### src/rtl/bus_arb4.sv
// Four-source round-robin bus arbiter with registered active-low driver
// enables, a one-cycle turnaround slot and an optional hold limit.
module bus_arb4 #(
    parameter int MAXHOLD = 8
) (
    input  logic       clk,
    input  logic       reset,
    input  logic [3:0] req,
    output logic [3:0] g_,
    output logic [1:0] owner,
    output logic       busy,
    output logic       turn
);

    localparam int CW = (MAXHOLD > 1) ? $clog2(MAXHOLD) : 1;
    localparam int LIMI = (MAXHOLD == 0) ? (2 ** CW) - 1 : MAXHOLD - 1;
    localparam logic [CW-1:0] LIM = LIMI[CW-1:0];
    localparam bit LIMITED = (MAXHOLD != 0);

    typedef enum logic [1:0] {
        IDLE = 2'd0,
        OWN  = 2'd1,
        TURN = 2'd2
    } state_t;

    state_t        state_q, state_d;
    logic [1:0]    ptr_q, ptr_d;
    logic [CW-1:0] cnt_q, cnt_d;
    logic [1:0]    owner_q, owner_d;
    logic [3:0]    g_q, g_d;
    logic          busy_q, busy_d;
    logic          turn_q, turn_d;

    logic [1:0] win;
    logic [1:0] idx;
    logic       found;
    logic       others;
    logic       expired;

    // Rotating-priority scan starting at ptr_q
    always_comb begin
        win   = ptr_q;
        idx   = ptr_q;
        found = 1'b0;
        for (int i = 0; i < 4; i++) begin
            idx = ptr_q + 2'(i);
            if (!found && req[idx]) begin
                win   = idx;
                found = 1'b1;
            end
        end
    end

    assign others  = |(req & ~(4'b0001 << owner_q));
    assign expired = LIMITED && (cnt_q == LIM) && others;

    always_comb begin
        state_d = state_q;
        ptr_d   = ptr_q;
        cnt_d   = cnt_q;
        owner_d = owner_q;
        unique case (state_q)
            IDLE, TURN: begin
                if (found) begin
                    state_d = OWN;
                    owner_d = win;
                    cnt_d   = '0;
                end else begin
                    state_d = IDLE;
                end
            end
            OWN: begin
                if (!req[owner_q] || expired) begin
                    state_d = TURN;
                    ptr_d   = owner_q + 2'd1;
                end else if (cnt_q != LIM) begin
                    cnt_d = cnt_q + 1'b1;
                end
            end
            default: state_d = IDLE;
        endcase
        g_d    = (state_d == OWN) ? ~(4'b0001 << owner_d) : 4'b1111;
        busy_d = (state_d == OWN);
        turn_d = (state_d == TURN);
    end

    always_ff @(posedge clk) begin
        if (reset) begin
            state_q <= IDLE;
            ptr_q   <= '0;
            cnt_q   <= '0;
            owner_q <= '0;
            g_q     <= 4'b1111;
            busy_q  <= 1'b0;
            turn_q  <= 1'b0;
        end else begin
            state_q <= state_d;
            ptr_q   <= ptr_d;
            cnt_q   <= cnt_d;
            owner_q <= owner_d;
            g_q     <= g_d;
            busy_q  <= busy_d;
            turn_q  <= turn_d;
        end
    end

    assign g_    = g_q;
    assign owner = owner_q;
    assign busy  = busy_q;
    assign turn  = turn_q;

endmodule

### config.mk
export PLATFORM = sky130hd
export DESIGN_NAME = bus_arb4
export DESIGN_NICKNAME = d
export VERILOG_FILES = /design/src/rtl/bus_arb4.sv
export SDC_FILE = /design/constraint.sdc
export NUM_CORES = 1
export LEC_CHECK = 0
export BUFFER_PORTS_ARGS = -buffer_cell sky130_fd_sc_hd__buf_2
export CORE_MARGIN = 2
export CORE_UTILIZATION = 40
export DETAILED_ROUTE_END_ITERATION = 10
export PLACE_DENSITY = 0.7
export SYNTH_ARGS = -nofsm -noshare
export SYNTH_HDL_FRONTEND = slang
export SYNTH_SLANG_ARGS = --single-unit
### constraint.sdc
create_clock -name clk -period 5.6 [get_ports clk]
set_clock_uncertainty 0.15 [all_clocks]
set_input_delay 1.12 -clock clk [delete_from_list [all_inputs] [get_ports clk]]
set_output_delay 1.12 -clock clk [all_outputs]
set_load 0.005 [all_outputs]
Yosys cells after proc, flatten, opt, wreduce, memory -nomap -nowiden
Cells that the tools add are included.

operators by class
  shifts and indexed selects = 2
  bitwise operators = 4
  add/sub/neg operators = 5
  eq/ne operators = 9
  muxes and demuxes = 26
  $mul = 0
  reduce and logical (&&, ||, !) cells = 16
  $lt $le $gt $ge = 5
  div/mod/pow operators = 0

operator list
  operator               count
  $lt A2 B3 Y1 const B   5
  $mux W2                6
  $bmux W1 S2            5
  $mux W1                10
  $mux W3                3
  $not A4 Y4             2
  $shl A1 B2 Y4 const A  2
  $ne A2 B2 Y1 const B   3
  $pmux W3 S2            1
  $add A2 B1 Y2 const B  2
  $add A2 B2 Y2 const B  2
  $and A4 B4 Y4          1
  $eq A2 B1 Y1 const B   2
  $eq A2 B2 Y1 const B   2
  $logic_and A1 B1 Y1    4
  $logic_not A1 Y1       4
  $pmux W2 S2            1
  $reduce_and A4 Y1      1
  $reduce_or A2 Y1       2
  $reduce_or A4 Y1       1
  $add A3 B1 Y3 const B  1
  $eq A3 B3 Y1 const B   1
  $ne A3 B3 Y1 const B   1
  $logic_not A2 Y1       1
  4 further kinds        4

word-level totals
  register bits after elaboration = 15
  bits of input ports = 6
  latch bits = 0
  RAM bits = 0
  word-level logic and storage cells = 74
  ROM bits = 0
  output and inout port bits = 8
  memories kept = 0

Logic depth before layout (Yosys ltp)
Gate-level depths: netlist of run 1.

  word-level depth = 17
  mapped depth = 7
  depth with buffers taken out = 7

Worst setup path after synthesis of run 1
OpenSTA, ideal clock, no wires.

  path kind = input-to-reg
  start = input port req[2]
  end = register g_q[3] (netlist: g_[3])
  setup time = 127 ps
  arrival time = 2,284 ps
  slack = 3,039 ps
  data required time = 5,323 ps
  cell stages on the path = 5
  buffers on the path = 0
  cell sequence = nor2b_4 > o41ai_4 > nand3_2 > a21oi_4 > or3b_1

on the way
  cells in the longest elaborated chain, start to end = 17
  elaborated cells on any way between the ends = 38
  classes of those cells = eq/ne (1); shift (1); mux (22); bitwise (3); reduce/logical (11)

ends and longest elaborated chain
  element                        line  RTL
  start: declaration             8     input logic [3:0] req,
  $bmux W1 S2                    47    if (!found && req[idx]) begin
  $mux W1 (not written as such)  47
  $mux W1                        47
  $logic_not A1 Y1               47
  $logic_and A1 B1 Y1            47
  $mux W1                        47
  $logic_not A1 Y1               47
  $logic_and A1 B1 Y1            47
  $mux W1                        47
  $logic_not A1 Y1               47
  $logic_and A1 B1 Y1            47
  $mux W1                        47
  $mux W1                        64    if (found) begin
  $pmux W2 S2                    62    unique case (state_q)
  $eq A2 B1 Y1                   82    g_d = (state_d == OWN) ? ~(4'b0001 << owner_d) : 4'b1111;
  $not A1 Y1 (no line)           n/a
  $reduce_or A2 Y1 (no line)     n/a
  end signal: assignment         101   g_q <= g_d;
  end: declaration               30    logic [3:0] g_q, g_d;

Several ways; a longest one is shown, not always the timed one. The select of a mux whose other input is x is not followed.
A chain may end at the register's enable or synchronous reset.

Worst setup path in the final report of run 1
Same ends and word-level chain as after synthesis.

==> run_results.csv, run 1 <==
group,metric,value,unit
clock_network,tritoncts,"done",
grt,grt_pass1_wl,2.42,mm
grt,grt_pass1_vias,564,
pwr,cellInternalPower,0.159,mW
route,initialDrtViolationCount,3,
job,drv_cap,0,
synth,syn_inst,77,
sta,period_share,0.444,
synth,syn_nets,89,
sta,tns,0,ns
placement,hpwl,1.07,mm
grt,grt_usage,0.152,
clock_network,clock-sinks,15,
worst_setup_path,worst_r2r_endpoint,"g_[3]",
worst_setup_path,cp-start-kind,"input port",
hold_path,hold_path.class,"reg -> reg",
worst_setup_path,path_class,"in -> reg",
sta,fmax,402,MHz
grt,grt.overflow.total,0,
route,wl_per_cell,11.6,um
sta,fin_crit,2.49,ns
synth,yosys.area.top_type,"dfxtp_1",
final_layout,nets,106,
final_layout,n_fill_cell,181,
hold_path,hp-start,"cnt_q[1]",
floorplan,ios,14,
pwr,pwr-share-clk,0.270,
clock_network,post_cts_buffers,0,
final_layout,ff_latch_area,300,um^2
final_layout,final_cell_mix,"dfxtp_1, buf_2, nor2_1, a21oi_1",
worst_setup_path,reg2reg_depth,7,
sta,rsz0062_at_grt,"false",
synth,avgSynthCellArea,9.96,um^2
pwr,power_frac_seq,0.534,
synth,ys_warn_count,0,
synth,yosysSeqAreaShare,0.392,
pwr,p_sw,0.0621,mW
worst_setup_path,reg2reg_slack,3.47,ns
sta,setup_viol,0,
clock_network,cts_max_path_buffers,2,
worst_setup_path,cpPeakStageDelay,0.38,ns
worst_setup_path,crit_required,5.62,ns
worst_setup_path,arrival,2.50,ns
pwr,power.leakage,0.369,nW
synth,syn-cell-area,767,um^2
placement,port_buffers,13,
pwr,combinationalPowerShare,0.196,
sta,hold_viol,0,
synth,synth.ff_latch_count,15,
route,drc,0,
sta,relSlewSlack,0.757,
floorplan,die_area,0.00228,mm^2
floorplan,fp.dieW,47.8,um
route,routed_wl,1.36,mm
pwr,swShare,0.280,
worst_setup_path,crit_path_top_delay_cell,"o41ai_4",
grt,antenna_found_initial,0,
sta,slew_viol_final,0,
pwr,power.density,250,mW/mm^2
worst_setup_path,cp_max_fo,6,
floorplan,start_util,0.435,
placement,place_area,860,um^2
final_layout,layout_commonest_cell,"dfxtp_1",
pwr,vdd_drop_max,0.185,mV
floorplan,die_y,47.8,um
clock_network,clockRootBuffer,"clkbuf_4",
hold_path,min_path_cells,2,
route,dr.pass1.iters,4,
clock_network,cts-buffers-inserted,3,
floorplan,num_rows,15,
clock_network,clock_latency,0.28,ns
final_layout,syn_to_final_growth,15.7,%
route,vias,565,
clock_network,clkTransAtPathRegs,0.09,ns
synth,yosysTopAreaCellShare,0.392,
clock_network,h-tree-depth,1,
sta,tightestPinTransition,0.355,ns
final_layout,finalInstanceArea,887,um^2
clock_network,cts_resized,0,
final_layout,layout-drive-gt1-share,0.280,
synth,synth_area_leaders,"dfxtp_1, ha_1, nor2b_1",
hold_path,holdPathEnd,"cnt_q[1]",
worst_setup_path,crit_chain,"buf_2 > nor2b_4 > o41ai_4 > nand3_2 > a21oi_4 > or3b_1",
grt,grt_max_degree,12,
floorplan,core_area,0.00176,mm^2
final_layout,antennaDiodeCount,0,
route,vias_per_cell,4.79,
worst_setup_path,end_kind,"flop",
final_layout,multi_input_area,448,um^2
worst_setup_path,timing.rr.start,"owner[0]",
clock_network,hold_buffers,0,
synth,ys_types,27,
route,postRouteAntennaNets,0,
placement,gp_congestion,0.785,
outcome,outcome,"completed",
layout make-up:
class                           instances  area share
Multi-Input combinational cell         57       0.505
Tap cell                               25      0.0353
Clock buffer                            3      0.0254
Sequential cell                        15       0.339
Clock inverter                          1     0.00564
Timing Repair Buffer                   13      0.0733
Inverter                                4      0.0169
stage by stage:
stage	hold WS [ns]	std cells	utilization	power [mW]	worst slack, ns
after detailed placement	0.327	114	0.487	0.164	2.81
after global routing	0.365	118	0.503	0.235	2.98
after floorplan	0.302	77	-	0.151	3.04
final	0.336	118	0.503	0.222	3.11
after global placement	0.314	114	0.487	0.163	2.86
after CTS	0.340	118	0.503	0.225	3.12
worst max-delay path: cells and delay by family:
| kind | cells | cell delay, ns |
|---|---|---|
| simple gates | 3 | 0.66 |
| compound gates | 2 | 0.59 |
| buf+inv | 1 | 0.13 |
power groups by stage:
stage	registers [mW]	clock network (mW)	logic, mW
after floorplan	0.121	0	0.0301
after global routing	0.119	0.0656	0.0499
after CTS	0.118	0.0624	0.0438
after global placement	0.121	0	0.0425
after detailed placement	0.121	0	0.0436
final	0.118	0.0599	0.0434
cell families after synthesis:
| kind of cell | count (synthesis) | share of synthesized area |
|---|---|---|
| flops | 15 | 0.392 |
| buf+inv | 5 | 0.0245 |
| simple gates | 34 | 0.271 |
| fa+ha+maj | 6 | 0.0979 |
| mux | 2 | 0.0424 |
| compound gates | 15 | 0.173 |
flip-flops by register name, summed over array words and instances, names as in the netlist:
name     flops
state_q      2
turn         1
ptr_q        2
g_           4
owner        2
busy         1
cnt_q        3
how the worst max path moves through the flow:
stage,startpoint,end,slack (ns),depth (start not counted)
2_1_floorplan,req[2],g_[3],3.04,5
3_3_place_gp,req[2],g_[3],2.86,6
3_5_place_dp,req[2],g_[3],2.81,6
4_1_cts,req[2],g_[3],3.12,6
5_1_grt,req[2],g_[1],2.98,6
6_report,req[2],g_[3],3.11,6
routing by layer:
layer | GRT usage | routed length [um]
met5 | 0 | 0
met4 | 0.0324 | 0
met3 | 0.0453 | 18
met2 | 0.256 | 704
met1 | 0.191 | 639
cells in the mapped netlist:
master     instances
a21oi_1            7
nand3_2            1
ha_1               6
a2111oi_0          1
nand3_1            4
nand2_1            3
mux4_2             1
nor3b_1            1
or3_1              1
or2_2              1
or2b_1             2
a21boi_2           1
a21oi_4            1
mux2i_1            1
a21o_1             1
inv_1              4
nand3b_1           3
dfxtp_1           15
a221o_2            1
o41ai_4            1
nor3_1             1
nor2_1             8
or3b_1             1
a211oi_1           2
clkbuf_1           1
nor2b_1            6
nor2b_4            2
Power figures use the tool's default switching activity.
==> run 2, diff against run 1 <==
clock period = 2.4 ns   (was 5.6 ns; I/O delays follow)
==> run 2 against run 1 <==
  * Sequential cell count stayed put
  * Highest routed layer unchanged
  * Combinational power grew 140%
  * Wire length increased by 0.73%
  * Via count rose by 0.71%
==> run_results.csv, run 2 (same netlist as run 1, synthesis figures left out) <==
group,metric,value,unit
grt,antenna_found_initial,0,
final_layout,stdcell_count,118,
floorplan,ios,14,
clock_network,cts_max_path_buffers,2,
floorplan,fp.dieW,47.8,um
pwr,power.density,584,mW/mm^2
hold_path,hold_path.class,"reg -> reg",
placement,hpwl,1.07,mm
worst_setup_path,path_class,"reg -> reg",
grt,grt.overflow.total,0,
clock_network,tritoncts,"done",
final_layout,n_fill_cell,182,
route,routed_wl,1.37,mm
pwr,vdd_drop_max,0.432,mV
worst_setup_path,crit_required,2.42,ns
outcome,outcome,"completed",
pwr,power,0.518,mW
clock_network,clock_latency,0.28,ns
worst_setup_path,arrival,2.15,ns
floorplan,die_y,47.8,um
placement,place_inst,114,
floorplan,die_area,0.00228,mm^2
route,postRouteAntennaNets,0,
sta,period_share,0.887,
final_layout,antennaDiodeCount,0,
final_layout,layout_commonest_cell,"dfxtp_1",
floorplan,core_area,0.00176,mm^2
job,drv_cap,0,
clock_network,clockRootBuffer,"clkbuf_4",
sta,rsz0062_at_grt,"false",
final_layout,layout-drive-gt1-share,0.280,
floorplan,num_rows,15,
worst_setup_path,cp_max_fo,7,
clock_network,h-tree-depth,1,
sta,setup_viol,0,
worst_setup_path,cp-start-kind,"flop",
clock_network,post_cts_buffers,0,
sta,tns,0,ns
worst_setup_path,worst_r2r_endpoint,"g_[3]",
final_layout,finalInstanceArea,887,um^2
route,drc,0,
sta,hold_viol,0,
sta,relSlewSlack,0.757,
route,vias,569,
worst_setup_path,setup.worst_path.start,"owner[0]",
clock_network,clkTransAtPathRegs,0.09,ns
sta,tightestPinTransition,0.355,ns
clock_network,cts-buffers-inserted,3,
clock_network,clock-sinks,15,
final_layout,largest_reg_flops,4,
route,dr.pass1.iters,4,
route,vias_per_cell,4.82,
sta,slew_viol_final,0,
clock_network,hold_buffers,0,
worst_setup_path,reg2reg_depth,7,
grt,grt_usage,0.152,
floorplan,start_util,0.435,
final_layout,syn_to_final_growth,15.7,%
hold_path,min_path_cells,2,
grt,grt_pass1_wl,2.42,mm
worst_setup_path,reg2reg_slack,0.27,ns
grt,grt_pass1_vias,564,
pwr,power.leakage,0.369,nW
worst_setup_path,endpoint,"g_[3]",
worst_setup_path,end_kind,"flop",
grt,grt_max_degree,12,
worst_setup_path,timing.rr.start,"owner[0]",
placement,gp_congestion,0.785,
sta,fin_crit,2.13,ns
placement,port_buffers,13,
final_layout,nets,106,
final_layout,final_cell_mix,"dfxtp_1, buf_2, nor2_1, a21oi_1",
clock_network,cts_resized,0,
sta,hold_slack,0.336,ns
placement,place_area,860,um^2
sta,fmax,470,MHz
route,wl_per_cell,11.6,um
route,initialDrtViolationCount,3,
run 2: routing by layer:
metal | up-vias | routed length, um | GRT usage
met5 | - | 0 | 0
met3 | 0 | 30 | 0.0453
met4 | 0 | 0 | 0.0324
li1 | 301 | - | -
met2 | 9 | 709 | 0.256
met1 | 259 | 633 | 0.191
run 2: how the worst min path moves through the flow:
stage / slack, ns / from / endpoint
finish: 0.34 / cnt_q[1] / cnt_q[1]
global route: 0.36 / cnt_q[1] / cnt_q[1]
CTS: 0.34 / cnt_q[2] / cnt_q[2]
detailed placement: 0.33 / cnt_q[2] / cnt_q[2]
global placement: 0.31 / cnt_q[1] / cnt_q[1]
floorplan: 0.30 / cnt_q[1] / cnt_q[1]
run 2: through the flow:
step | setup slack, ns | util
6_report | 0.272 | 0.503
5_1_grt | 0.0970 | 0.503
4_1_cts | 0.263 | 0.503
3_5_place_dp | 0.254 | 0.487
3_3_place_gp | 0.303 | 0.487
2_1_floorplan | 0.384 | -
run 2: power by group:
group	switching [mW]	internal (mW)	total, mW
Combinational	0.0562	0.0454	0.102
Clock	0.0789	0.0618	0.141
Sequential	0.0110	0.265	0.276
run 2: final cells by class:
| cell class | count | area [um^2] | share of cell area |
|---|---|---|---|
| Clock inverter | 1 | 5.00 | 0.00564 |
| Sequential cell | 15 | 300 | 0.339 |
| Timing Repair Buffer | 13 | 65.1 | 0.0733 |
| Multi-Input combinational cell | 57 | 448 | 0.505 |
| Inverter | 4 | 15.0 | 0.0169 |
| Tap cell | 25 | 31.3 | 0.0353 |
| Clock buffer | 3 | 22.5 | 0.0254 |
run 2: worst max-delay path: stages (launching register included):
cell and delay (ns):
dfxtp_1 0.38, inv_1 0.10, ha_1 0.20, nor2b_4 0.06, o41ai_4 0.38, nand3_2 0.16, a21oi_4 0.22, or3b_1 0.37
